## src/rtl/opb_counter_pkg.sv

```systemverilog
// Shared register map, control bit positions and parameter limits for the OPB event counter bank.
package opb_counter_pkg;

    localparam int unsigned OFF_CTRL  = 32'h00;
    localparam int unsigned OFF_OVF   = 32'h04;
    localparam int unsigned OFF_SNAP0 = 32'h08;

    localparam int unsigned CTRL_SNAP_BIT = 31;
    localparam int unsigned CTRL_CLR_BIT  = 30;

    localparam int unsigned N_CH_MIN      = 1;
    localparam int unsigned N_CH_MAX      = 16;
    localparam int unsigned CTR_WIDTH_MIN = 1;
    localparam int unsigned CTR_WIDTH_MAX = 32;
    localparam int unsigned OPB_WIDTH     = 32;

    typedef enum logic [1:0] {
        REG_NONE,
        REG_CTRL,
        REG_OVF,
        REG_SNAP
    } reg_sel_e;

    typedef struct packed {
        reg_sel_e   sel;
        logic [3:0] ch;
    } reg_decode_t;

    // Decode a byte offset inside the window; sub-word offset bits are ignored.
    function automatic reg_decode_t decode_offset(input logic [31:0] off, input int unsigned n_ch);
        reg_decode_t d;
        logic [31:0] word;
        word  = off >> 2;
        d.sel = REG_NONE;
        d.ch  = '0;
        if (word == OFF_CTRL / 4) begin
            d.sel = REG_CTRL;
        end else if (word == OFF_OVF / 4) begin
            d.sel = REG_OVF;
        end else if (word >= OFF_SNAP0 / 4 && word < OFF_SNAP0 / 4 + n_ch) begin
            d.sel = REG_SNAP;
            d.ch  = 4'(word - OFF_SNAP0 / 4);
        end
        return d;
    endfunction

endpackage

```

## src/rtl/opb_event_counter_ch.sv

```systemverilog
// One event channel: live counter, sticky overflow flag and snapshot register.
module opb_event_counter_ch
    import opb_counter_pkg::*;
#(
    parameter int unsigned CTR_WIDTH = 32,
    parameter int unsigned SATURATE  = 0
) (
    input  logic                 clk,
    input  logic                 rst,
    input  logic                 event_in,
    input  logic                 clr,
    input  logic                 snap,
    input  logic                 ovf_clr,
    output logic [CTR_WIDTH-1:0] snap_value,
    output logic                 ovf
);

    logic [CTR_WIDTH-1:0] count;
    logic                 at_max;
    logic                 ovf_set;

    assign at_max  = &count;
    // A clear swallows a coincident event, so it cannot overflow either.
    assign ovf_set = event_in && at_max && !clr;

    always_ff @(posedge clk or posedge rst) begin
        if (rst) begin
            count      <= '0;
            snap_value <= '0;
            ovf        <= 1'b0;
        end else begin
            if (clr) begin
                count <= '0;
            end else if (event_in && !(SATURATE != 0 && at_max)) begin
                count <= count + 1'b1;
            end
            if (snap) begin
                snap_value <= count;
            end
            ovf <= ovf_set || (ovf && !ovf_clr);
        end
    end

endmodule

```

## src/rtl/opb_event_counter_bank.sv

```systemverilog
// OPB slave exposing N_CH event counters with coherent snapshot, clear-all and sticky overflow flags.
module opb_event_counter_bank
    import opb_counter_pkg::*;
#(
    parameter logic [31:0] C_BASEADDR   = 32'h01008200,
    parameter logic [31:0] C_HIGHADDR   = 32'h010082FF,
    parameter int unsigned C_OPB_AWIDTH = 32,
    parameter int unsigned C_OPB_DWIDTH = 32,
    parameter string       C_FAMILY     = "virtex6",
    parameter int unsigned N_CH         = 4,
    parameter int unsigned CTR_WIDTH    = 32,
    parameter int unsigned SATURATE     = 0
) (
    input  logic                    OPB_Clk,
    input  logic                    OPB_Rst,
    input  logic [0:C_OPB_AWIDTH-1] OPB_ABus,
    input  logic [0:3]              OPB_BE,
    input  logic [0:C_OPB_DWIDTH-1] OPB_DBus,
    input  logic                    OPB_RNW,
    input  logic                    OPB_select,
    input  logic                    OPB_seqAddr,
    output logic [0:C_OPB_DWIDTH-1] Sl_DBus,
    output logic                    Sl_xferAck,
    output logic                    Sl_errAck,
    output logic                    Sl_retry,
    output logic                    Sl_toutSup,
    input  logic [N_CH-1:0]         event_in
);

    if (N_CH < N_CH_MIN || N_CH > N_CH_MAX || CTR_WIDTH < CTR_WIDTH_MIN || CTR_WIDTH > CTR_WIDTH_MAX ||
        C_OPB_AWIDTH != OPB_WIDTH || C_OPB_DWIDTH != OPB_WIDTH) begin : g_bad_params
        $error("opb_event_counter_bank: unsupported parameter set");
    end

    // Bus bit 0 is the MSB, so plain assignment keeps numeric values intact.
    logic [31:0] abus;
    logic [31:0] wdata;
    logic [31:0] offset;
    logic        in_window;
    reg_decode_t dec;

    assign abus      = OPB_ABus;
    assign wdata     = OPB_DBus;
    assign offset    = abus - C_BASEADDR;
    assign in_window = OPB_select && (abus >= C_BASEADDR) && (abus <= C_HIGHADDR);
    assign dec       = decode_offset(offset, N_CH);

    logic        ack_q;
    logic        done_q;
    logic [31:0] dbus_q;
    logic        start;
    logic        wr_en;
    logic        snap_cmd;
    logic        clr_cmd;
    logic [N_CH-1:0] ovf_clr;
    logic [N_CH-1:0] ovf;
    logic [CTR_WIDTH-1:0] snap_value [N_CH];
    logic [31:0] rdata;

    // done_q blocks a second ack while the master keeps select high after the first.
    assign start    = in_window && !ack_q && !done_q;
    assign wr_en    = ack_q && in_window && !OPB_RNW && OPB_BE[3];
    assign snap_cmd = wr_en && (dec.sel == REG_CTRL) && wdata[CTRL_SNAP_BIT];
    assign clr_cmd  = wr_en && (dec.sel == REG_CTRL) && wdata[CTRL_CLR_BIT];

    always_comb begin
        ovf_clr = '0;
        for (int unsigned i = 0; i < N_CH; i++) begin
            ovf_clr[i] = wr_en && (dec.sel == REG_OVF) && wdata[31-i];
        end
    end

    always_comb begin
        rdata = '0;
        case (dec.sel)
            REG_OVF: begin
                for (int unsigned i = 0; i < N_CH; i++) begin
                    rdata[31-i] = ovf[i];
                end
            end
            REG_SNAP: begin
                for (int unsigned i = 0; i < N_CH; i++) begin
                    if (dec.ch == 4'(i)) begin
                        rdata[CTR_WIDTH-1:0] = snap_value[i];
                    end
                end
            end
            default: rdata = '0;
        endcase
    end

    always_ff @(posedge OPB_Clk or posedge OPB_Rst) begin
        if (OPB_Rst) begin
            ack_q  <= 1'b0;
            done_q <= 1'b0;
            dbus_q <= '0;
        end else begin
            ack_q  <= start;
            done_q <= (ack_q || done_q) && OPB_select;
            dbus_q <= (start && OPB_RNW) ? rdata : '0;
        end
    end

    for (genvar i = 0; i < N_CH; i++) begin : g_ch
        opb_event_counter_ch #(
            .CTR_WIDTH (CTR_WIDTH),
            .SATURATE  (SATURATE)
        ) u_ch (
            .clk        (OPB_Clk),
            .rst        (OPB_Rst),
            .event_in   (event_in[i]),
            .clr        (clr_cmd),
            .snap       (snap_cmd),
            .ovf_clr    (ovf_clr[i]),
            .snap_value (snap_value[i]),
            .ovf        (ovf[i])
        );
    end

    assign Sl_DBus    = dbus_q;
    assign Sl_xferAck = ack_q;
    assign Sl_errAck  = 1'b0;
    assign Sl_retry   = 1'b0;
    assign Sl_toutSup = 1'b0;

    logic unused_ok;
    assign unused_ok = &{1'b0, OPB_seqAddr, OPB_BE[0:2], wdata};

endmodule
```

## config.mk

```make
export PLATFORM = sky130hd
export DESIGN_NAME = opb_event_counter_bank
export DESIGN_NICKNAME = d
export VERILOG_FILES = /design/src/rtl/opb_counter_pkg.sv /design/src/rtl/opb_event_counter_ch.sv /design/src/rtl/opb_event_counter_bank.sv
export SDC_FILE = /design/constraint.sdc
export NUM_CORES = 1
export LEC_CHECK = 0
export BUFFER_PORTS_ARGS = -buffer_cell sky130_fd_sc_hd__buf_2
export CAP_MARGIN = 10
export CORE_ASPECT_RATIO = 0.9
export CORE_MARGIN = 3
export CORE_UTILIZATION = 45
export CTS_BUF_LIST = sky130_fd_sc_hd__clkbuf_8 sky130_fd_sc_hd__clkbuf_16
export CTS_CLUSTER_DIAMETER = 60
export DETAILED_ROUTE_END_ITERATION = 10
export GPL_TIMING_DRIVEN = 0
export SYNTH_ARGS = -nofsm -noshare
export SYNTH_HDL_FRONTEND = slang
export SYNTH_SLANG_ARGS = --single-unit
```

## constraint.sdc

```tcl
create_clock -name OPB_Clk -period 20.2 [get_ports OPB_Clk]
set_input_delay 2.02 -clock OPB_Clk [delete_from_list [all_inputs] [get_ports OPB_Clk]]
set_output_delay 2.02 -clock OPB_Clk [all_outputs]
set_load 0.005 [all_outputs]
```

# ---- Word-level counts from Yosys, hierarchy flattened
# Cells that the tools add are included.
dict set report totals {
  ff_bits 294
  out_inout_bits 36
  elab_cells 105
}
dict set report op_classes {
  n_mux 20
  n_reduce_logical 53
  add_sub_neg 6
  n_eq_ne 7
  order_cmp 4
}
# cell n
set op_table {}
lappend op_table {{32-bit 2-to-1 mux} 13}
lappend op_table {{32-bit by 1-bit adder with 32-bit output, second input constant} 4}
lappend op_table {{32-bit AND reduction} 4}
lappend op_table {{32-bit by 25-bit greater-or-equal comparator with 1-bit output, second input constant} 1}
lappend op_table {{32-bit by 25-bit <= comparator with 1-bit output, second input constant} 1}
lappend op_table {{32-bit zero test} 1}
lappend op_table {{32-bit by 25-bit subtractor with 32-bit output, second input constant} 1}
lappend op_table {{30-bit by 1-bit == test with 1-bit output, second input constant} 1}
lappend op_table {{30-bit by 2-bit greater-or-equal comparator with 1-bit output, second input constant} 1}
lappend op_table {{1-bit logical AND} 30}
lappend op_table {{30-bit by 3-bit less-than comparator with 1-bit output, second input constant} 1}
lappend op_table {{28-bit 2-to-1 mux} 1}
lappend op_table {{4-bit by 2-bit == test with 1-bit output, second input constant} 2}
lappend op_table {{1-bit zero test} 8}
lappend op_table {{4-bit 2-to-1 mux} 2}
lappend op_table {{4-bit one-hot mux with 2 select lines} 1}
lappend op_table {{2-bit nonzero test} 4}
lappend op_table {{6-bit 2-to-1 mux} 1}
lappend op_table {{1-bit logical OR} 5}
lappend op_table {{2-bit == test, second input constant} 2}
lappend op_table {{4-bit by 1-bit == test with 1-bit output, second input constant} 1}
lappend op_table {{4-bit zero test} 1}
lappend op_table {{2-bit 2-to-1 mux} 2}
lappend op_table {{4-bit by 2-bit subtractor with 4-bit output, second input constant} 1}
lappend op_table {{2-bit by 1-bit == test with 1-bit output, second input constant} 1}

# ---- Depth between registers and ports, before layout
# Gate-level depths: netlist (run 1).
dict set report depth {
  ltp_word 13
  ltp_mapped 12
}

# ---- Modules after synthesis
# A second synthesis (run 1) with hierarchy kept.
dict set report hier_totals {
  cells_unflattened 1441
  area_unflattened_um2 15058.2
}
# mod cells_each area_each_um2 seq_area_each_um2 instances
set by_module_without_submodules {}
lappend by_module_without_submodules {opb_event_counter_ch 257 2982.9 1626.6 4}
lappend by_module_without_submodules {opb_event_counter_bank 413 3126.7 850.8 1}

# ---- Least setup slack after synthesis (run 1)
# No wires, ideal clock.
dict set report synth_timing {
  path_type {input port to flip-flop}
  startpoint {input port OPB_ABus[14] in the netlist's numbering}
  endpoint {register g_ch[3].u_ch.snap_value[0]}
  stages 11
  arrival_time_ps 4824
  t_required_ps 20075
  slack_ps 15251
  n_path_buf 4
  cell_sequence {buf_2 -> or4_1 -> clkbuf_2 -> or3_1 -> o221a_2 -> a2111oi_4 -> nand4_4 -> nor3_4 -> buf_4 -> buf_6 -> mux2_2}
}
dict set report synth_between {
  elab_chain_len 9
  elab_cells_between_ends 19
  cone_classes {add/sub: 1; order compare: 4; eq/ne: 2; mux: 3; reduce/logical: 9}
}
# element line
set synth_rtl {}
lappend synth_rtl {{start: declaration} opb_event_counter_bank.sv:16} ;# input logic [0:C_OPB_AWIDTH-1] OPB_ABus,
lappend synth_rtl {{32-bit by 25-bit subtractor with 32-bit output} opb_event_counter_bank.sv:44} ;# assign offset = abus - C_BASEADDR;
lappend synth_rtl {{30-bit by 2-bit greater-or-equal comparator with 1-bit output / 30-bit by 3-bit less-than comparator with 1-bit output (equally long branches)} opb_counter_pkg.sv:40} ;# end else if (word >= OFF_SNAP0 / 4 && word < OFF_SNAP0 / 4 + n_ch) begin
lappend synth_rtl {{1-bit logical AND} opb_counter_pkg.sv:40}
lappend synth_rtl {{6-bit 2-to-1 mux} opb_counter_pkg.sv:40}
lappend synth_rtl {{2-bit 2-to-1 mux} opb_counter_pkg.sv:38} ;# end else if (word == OFF_OVF / 4) begin
lappend synth_rtl {{2-bit 2-to-1 mux} opb_counter_pkg.sv:36} ;# if (word == OFF_CTRL / 4) begin
lappend synth_rtl {{2-bit by 1-bit == test with 1-bit output} opb_event_counter_bank.sv:63} ;# assign snap_cmd = wr_en && (dec.sel == REG_CTRL) && wdata[CTRL_SNAP_BIT];
lappend synth_rtl {{1-bit logical AND (*) (2 in a row)} opb_event_counter_bank.sv:63}
lappend synth_rtl {{end signal: assignment} opb_event_counter_ch.sv:38} ;# snap_value <= count;
lappend synth_rtl {{end: declaration} opb_event_counter_ch.sv:14} ;# output logic [CTR_WIDTH-1:0] snap_value,
# Every way passes the cells marked *; elsewhere a longest branch is shown, timed or not.
# A chain may end at the register's enable or synchronous reset.

# ---- Worst setup path in the final report (run 1)
dict set report layout_timing {
  startpoint {input port OPB_ABus[15] in the netlist's numbering}
  endpoint {register dbus_q[17], in the netlist Sl_DBus[14]}
}
dict set report layout_between {
  elab_cells_between_ends 29
  cone_classes {add/sub: 1; order compare: 4; eq/ne: 5; mux: 11; reduce/logical: 8}
}
# element line
set layout_rtl {}
lappend layout_rtl {{32-bit by 25-bit greater-or-equal comparator with 1-bit output} opb_event_counter_bank.sv:45} ;# assign in_window = OPB_select && (abus >= C_BASEADDR) && (abus <= C_HIGHADDR);
lappend layout_rtl {{1-bit logical AND} opb_event_counter_bank.sv:45}
lappend layout_rtl {{1-bit logical AND (*)} opb_event_counter_bank.sv:45}
lappend layout_rtl {{1-bit logical AND (*) (2 in a row)} opb_event_counter_bank.sv:61} ;# assign start = in_window && !ack_q && !done_q;
lappend layout_rtl {{net start} opb_event_counter_bank.sv:51} ;# logic start;
lappend layout_rtl {{1-bit logical AND (*)} opb_event_counter_bank.sv:100} ;# dbus_q <= (start && OPB_RNW) ? rdata : '0;
lappend layout_rtl {{32-bit 2-to-1 mux (*)} opb_event_counter_bank.sv:100}
lappend layout_rtl {{end signal: assignment} opb_event_counter_bank.sv:100}
lappend layout_rtl {{end: declaration} opb_event_counter_bank.sv:50} ;# logic [31:0] dbus_q;
# The timed path passes the listed nets; every way through them passes the cells marked *.

==> results of run 1 <==
-- synth_stat cells (3+ instances only) --
cell	number
nand4_1	33
nor4b_1	3
and4_1	8
or4_1	7
dfrtp_1	294
a31oi_1	5
nand2_1	91
buf_2	14
or3_1	7
nor4_1	8
nor2_1	173
buf_6	14
a21oi_1	64
inv_1	19
o31ai_1	6
nand3_1	52
mux2i_1	9
a211oi_1	3
o21ai_0	21
a32o_1	3
xnor2_1	43
and2_1	7
mux2_2	127
nor2b_1	4
clkbuf_1	24
o221ai_1	28
and3_1	18
a21o_1	4
nor3b_1	3
nor3_1	16
xor2_1	82
ha_1	8
buf_4	6
-- report_power, final --
part           total (W)  internal (W)  switching, W  leakage [nW]
Clock           0.000583      0.000342      0.000241         0.552
Sequential      0.000655      0.000616     0.0000386          4.05
Combinational  0.0000918     0.0000381     0.0000537          2.74
-- state kept, by name, indices dropped and copies added, names as in the netlist --
register              cells
g_ch.u_ch.count         128
g_ch.u_ch.snap_value    128
Sl_DBus                  32
g_ch.u_ch.ovf             4
Sl_xferAck                1
done_q                    1
-- worst min-delay path by stage --
stage / end / slack, ns / cells past startpoint
after floorplan: done_q / 0.46 / 2
after global routing: g_ch[0].u_ch.snap_value[27] / 0.52 / 1
after global placement: done_q / 0.48 / 2
after detailed placement: done_q / 0.49 / 2
final: done_q / 0.50 / 2
after CTS: done_q / 0.50 / 2
-- metrics by stage --
stage	std cells	hold slack, ns	area, sq um
2_1_floorplan	1250	0.465	13800
3_3_place_gp	1722	0.480	14600
3_5_place_dp	1724	0.485	14700
4_1_cts	1782	0.498	15700
5_1_grt	1782	0.516	15700
6_report	1782	0.497	15700
-- worst register-to-register path: cells and delay by family (launching register included) --
family,cells,cell delay (ns)
buf+inv,1,0.53
compound gates,2,0.69
simple gates,4,1.36
flops,1,0.38
-- logic make-up after synthesis --
| kind of cell | count (synthesis) |
|---|---|
| xor gates and xnor gates | 125 |
| AOI/OAI and AO/OA | 155 |
| other | 1 |
| and+or+nand+nor | 450 |
| DFF | 294 |
| muxes | 136 |
| buffers and inverters | 79 |
| adders and majority gates | 8 |
-- routing by layer --
| metal | GRT usage [%] | part of all wire [%] | up-vias | wire [microns] |
|---|---|---|---|---|
| met2 | 31.1 | 45 | 231 | 14300 |
| met1 | 29.2 | 48 | 4798 | 15400 |
| met3 | 2.92 | 4.8 | 54 | 1540 |
| met4 | 6.54 | 2.7 | 0 | 880 |
| li1 | - | - | 4599 | - |
| met5 | 0 | 0 | - | 0 |
-- area by class of cell --
class	count	area [sq um]
Inverter	20	82.6
Multi-Input combinational cell	877	5960
Clock inverter	19	129
Sequential cell	294	7360
Fill cell	2729	14300
Timing Repair Buffer	71	400
Tap cell	403	504
Buffer	59	368
Clock buffer	39	931
==> impl_results.md, run 1 <==
* Outcome: finished, final reports clean
* Iteration-0 DRC Markers at 608
* Syn Area/Cell at 11.0 sq um
* Post-synthesis mux area share at approximately 11%
* Power per Cell Area at roughly 84 mW/mm^2
* Yosys cell types at 65
* Die Y at 172 microns
* Synthesis-to-layout area growth at 14.4%
* Worst slew margin at 24.6%
* Hold buffers post-CTS at 0
* Global-route wire length before repair at 52300 microns
* Hold_sp: done_q
* GPL Wtd Cong at 0.866
* Post-Synth Simple-Gate Area at approximately 16%
* Shortest period the worst path allows at approximately 5.5 ns
* Reg2Reg Setup Slack at between 15 and 20 ns
* Initial Util at between 40% and 50%
* Min-delay worst type: flip-flop to flip-flop
* Worst path required time at 20.61 ns
* Vias in the first global route at 9513
* Die Area at 0.0327 sq mm
* Crit path DAT at a little under 6 ns
* TritonCTS clock tree: yes
* Yosys reg bits at 294
* Worst-path maximum fanout at 10
* Pins Over Slew Limit at 0
* GRT Total Usage at 20.0%
* Vias per inst at ~5.4
* Most used cell, CP: nand2_1
* Io pins at 113
* Post-synthesis sequential area ratio at 53.5%
* Final Hold Vio Count at 0
* Achievable frequency at about 180 MHz
* Clock Path Buffers at 3
* CP Capture Type: flip-flop
* Setup tns final at 0 ns
* Num rows at 60
* Ant. Diodes at 0
* Post-synth top area share at a little over half
* Synth Instances at 1248
* Xor/xnor share of the synthesized area at under 10%
* Routed len/inst at 18.0 microns
* Critical Path Slowest Stage Cell: nor4_2
* Synth Area in Adders at 0.728%
* Reg2reg path depth at 7
* Max Cap Viol at 0
* Most common cell after layout, fill and taps aside: dfrtp_1
* Worst-margin pin slew at ~1.1 ns
* R2r startpoint: Sl_xferAck
* CP Depth at 11
* Worst path buffer plus inverter count at 3
* H-Tree Depth at 2
* Yosys top cell by area: dfrtp_1
* Drt pass-1 iters at 7
* Startpoint Class: input pin
* P_leak at 7.34 nW
* Crit Path Class: input pin to flip-flop
* Syn. warnings at 0
* Drt total wl at 32100 microns
* Clk slew on worst S/H paths at ~0.060 ns
* Ys flop type: dfrtp_1
* Post-cts resize count at 0
* Grt total ovfl at 0
* Period utilisation layout at between 20 and 30%
* Clock root cell: clkbuf_16
* Dpl ws at 14.15 ns
* Largest net degree at the start of global routing at roughly 120
* Post-synth EDFFs at 0
* Endpoints failing setup at 0
* Main combinational cell family by area after synthesis: simple AND/OR/NAND/NOR gates
* CTS Sinks at 294
* Layout cell share with drive strength beyond 1 at 21.9%
* Critical path origin: OPB_ABus[15]
* Setup repair bufs after CTS at 0
* Worst path max stage delay at ~0.64 ns
* Final core occ at 52.4%
* Final net count at between 1k and 1.5k
* RSZ-0062 raised after global routing: no
* Mapped cell area at 0.0138 sq mm
* Synth area leaders: dfrtp_1 53%, mux2_2 10%, xor2_1 5.2%
* Residual DRC at 0
* Initial antenna violation count at 0
* RR Endpoint: Sl_DBus[14]
* Num CTS Buffers at 34
* Commonest non-fill, non-tap cells in the layout: 294 x dfrtp_1, 173 x nor2_1, 127 x mux2_2, 91 x nand2_1, 83 x buf_2
* Peak supply drop at 0.0000525 V
* Total Power at 0.00133 W
* Antenna Nets Post-Route at 0
* Port bufs at around 70
* Cell Chain, Critical Path: buf_2, or4_1, clkbuf_2, nor3_1, nand2_1, nor4b_1, nand2_1, nor4_2, clkbuf_1, o221ai_1, a21oi_2
* Synth Area in Compound Gates at 7.51%
* Final setup margin at 14.66 ns
* Die width at 190 microns
* CP delay by family, top: simple AND/OR/NAND/NOR gates
* Core area at 0.0300 sq mm
* Clk_lat worst skew at between 0.5 and 0.6 ns
* Clock skew at 0.0142 ns
* Async SR Flop Fraction at 100%
* Critical Path End: Sl_DBus[14]
* Hpwl dp at 22800 microns
* Via count at 9682
Note: power is estimated with default switching activity, not from simulation.
==> inputs of run 2 (changes only) <==
PLACE_DENSITY = 0.65   (was default)
clock period = 4.9 ns   (was 20.2 ns; I/O delays follow)
==> run 2 against run 1 <==
  * Core utilization is 0.50 points higher
  * Via count increased by 1.8%
  * Register-to-register slack worse by 15 ns
  * Wire length rose by 1.2%
  * Highest routed layer unchanged
  * Count of clock-buffer cells in the layout up 3
  * Global-route usage increased by 0.32 points
  * Power rose to 4.1 times the previous value
  * Critical endpoint unchanged
  * Critical path type unchanged
  * Cell count grew 0.45%
  * Combinational power increased to 4.4 times the previous value
==> impl_results.md, run 2 (same netlist as run 1, synthesis figures left out) <==
* Num CTS Buffers at 30 (was 34)
* Iteration-0 DRC Markers at 665 (was 608)
* Worst slew margin at 19.8% (was 24.6%)
* Crit path DAT at 4.50 ns (was 5.96 ns)
* Routed len/inst at 18.1 microns (was 18.0 microns)
* Num rows at 60 (unchanged)
* Filler cells at 2664 (was 2729)
* Residual DRC at 0 (unchanged)
* Fin Hold WS at 0.214 ns (was 0.497 ns)
* Min-delay worst type: input pin to flip-flop (was flip-flop to flip-flop)
* Peak supply drop at 0.000316 V (was 0.0000525 V)
* Drt pass-1 iters at 7 (unchanged)
* Initial antenna violation count at 1 (was 0)
* Max Cap Viol at 0 (unchanged)
* GRT Total Usage at 20.3% (was 20.0%)
* Vias per inst at 5.51 (was 5.43)
* Worst-path maximum fanout at 10 (unchanged)
* Reg2Reg Setup Slack at 1.76 ns (was 17.16 ns)
* TritonCTS clock tree: yes (unchanged)
* Clock skew at 0.00972 ns (was 0.0142 ns)
* Final net count at 1447 (was 1442)
* CTS Sinks at 294 (unchanged)
* Dpl ws at 0.423 ns (was 14.15 ns)
* Setup repair bufs after CTS at 0 (unchanged)
* Worst path required time at 5.33 ns (was 20.61 ns)
* Pins Over Slew Limit at 0 (unchanged)
* Layout cell share with drive strength beyond 1 at 22.3% (was 21.9%)
* Power per Cell Area at 346 mW/mm^2 (was 84.5 mW/mm^2)
* Core area at 0.0300 sq mm (unchanged)
* Shortest period the worst path allows at 4.07 ns
* Drt total wl at 32500 microns (was 32100 microns)
* Achievable frequency at 246 MHz
* Final Hold Vio Count at 0 (unchanged)
* Commonest non-fill, non-tap cells in the layout: 294 x dfrtp_1, 173 x nor2_1, 127 x mux2_2, 91 x nand2_1, 83 x buf_2 (unchanged)
* GPL Wtd Cong at 0.852 (was 0.866)
* Clk_lat worst skew at 0.55 ns (was 0.51 ns)
* Vias in the first global route at 9852 (was 9513)
* Largest net degree at the start of global routing at 44 (was 116)
* Critical Path Slowest Stage Cell: nor4_2 (unchanged)
* Die Area at 0.0327 sq mm (unchanged)
* Most used cell, CP: nand2_1 (unchanged)
* Outcome: finished, final reports clean (unchanged)
* Clock root cell: clkbuf_16 (unchanged)
* Die Y at 172 microns (unchanged)
* CP Capture Type: flip-flop (unchanged)
* Most common cell after layout, fill and taps aside: dfrtp_1 (unchanged)
* Clk slew on worst S/H paths at 0.06 ns (about the same)
* Worst path max stage delay at 0.63 ns (was 0.64 ns)
* Worst-margin pin slew at 1.19 ns (was 1.12 ns)
* RSZ-0062 raised after global routing: no (unchanged)
* Post-DP Area at 0.0148 sq mm (was 0.0147 sq mm)
* Via count at 9855 (was 9682)
* Period utilisation layout at 83.0%
* P_leak at 7.41 nW (was 7.34 nW)
* H-Tree Depth at 1 (was 2)
* Cell Chain, Critical Path: buf_2, or4_1, clkbuf_2, nor3_1, nand2_1, nor4b_1, nand2_1, nor4_2, clkbuf_1, o221ai_1, a21oi_2 (unchanged)
* Global-route wire length before repair at 53700 microns (was 52300 microns)
* Port bufs at 69 (unchanged)
* Final setup margin at 0.834 ns (was 14.66 ns)
* Endpoints failing setup at 0 (unchanged)
* Io pins at 113 (unchanged)
* Startpoint Class: input pin (unchanged)
* Final instance area at 0.0159 sq mm (was 0.0157 sq mm)
* Crit Path Class: input pin to flip-flop (unchanged)
* Clock Path Buffers at 3 (unchanged)
* Antenna Nets Post-Route at 0 (unchanged)
* Synthesis-to-layout area growth at 15.5% (was 14.4%)
* Die width at 190 microns (unchanged)
* Hpwl dp at 23700 microns (was 22800 microns)
* Initial Util at 45.8% (unchanged)
* Grt total ovfl at 0 (unchanged)
run 2: cell types whose count changed in the layout (fill, tap and decap cells not counted), sizes merged:
| cell | before | now |
|---|---|---|
| buf | 105 | 113 |
| bufinv | 1 | 3 |
| clkbuf | 64 | 67 |
| clkinv | 9 | 5 |
| clkinvlp | 1 | 2 |
| diode | 0 | 1 |
| dlygate4sd3 | 0 | 1 |
| inv | 28 | 24 |
run 2: layout make-up:
class | instances | area, sq um | share of cell area, %
Sequential cell | 294 | 7360 | 46.3
Buffer | 59 | 368 | 2.32
Clock inverter | 14 | 140 | 0.882
Multi-Input combinational cell | 877 | 5960 | 37.5
Inverter | 20 | 78.8 | 0.496
Clock buffer | 42 | 927 | 5.84
Timing Repair Buffer | 80 | 543 | 3.42
Antenna cell | 1 | 2.50 | 0.0158
Tap cell | 403 | 504 | 3.17
run 2: worst max-delay path, delay by kind of cell:
family	cells	cell delay (ns)
and+or+nand+nor	6	2.38
buffers and inverters	3	0.87
AOI/OAI and AO/OA	2	0.73
run 2: where the power goes:
part	total (W)	switching [W]	internal (W)
clock network	0.00240	0.000937	0.00146
logic	0.000401	0.000232	0.000169
registers	0.00270	0.000160	0.00254
total	0.00550	0.00133	0.00417
run 2: per-layer routing:
metal	up-vias	track usage (%)	wire (microns)
li1	4611	-	-
met1	4908	30.0	15400
met2	269	31.8	14400
met3	67	2.57	1650
met4	0	6.12	1030
met5	-	0	0
run 2: through the flow:
stage	util, %	instances	TNS [ns]	power, W
finish	52.9	1790	0	0.00550
global route	52.9	1790	0	0.00574
CTS	52.9	1789	0	0.00556
detailed placement	49.3	1732	0	0.00314
global placement	48.7	1722	-363.85	0.00311
floorplan	-	1250	0	0.00298
run 2: timing repair:
item / 4_1_cts / 5_1_grt
resized for setup: 0 / 0
endpoints found under the hold margin: 21 / 0
hold buffers: 1 / 0
run 2: path summary, 6_finish.rpt:
path / startpoint / endpoint / depth (start not counted)
max reg2reg: Sl_xferAck / Sl_DBus[14] / 7
min in group asynchronous: OPB_Rst / g_ch[0].u_ch.snap_value[31] / 3
max in group asynchronous: OPB_Rst / g_ch[3].u_ch.snap_value[15] / 8
min reg2reg: g_ch[3].u_ch.snap_value[27] / g_ch[3].u_ch.snap_value[27] / 1
min: OPB_select / done_q / 2
max: OPB_ABus[15] / Sl_DBus[14] / 11
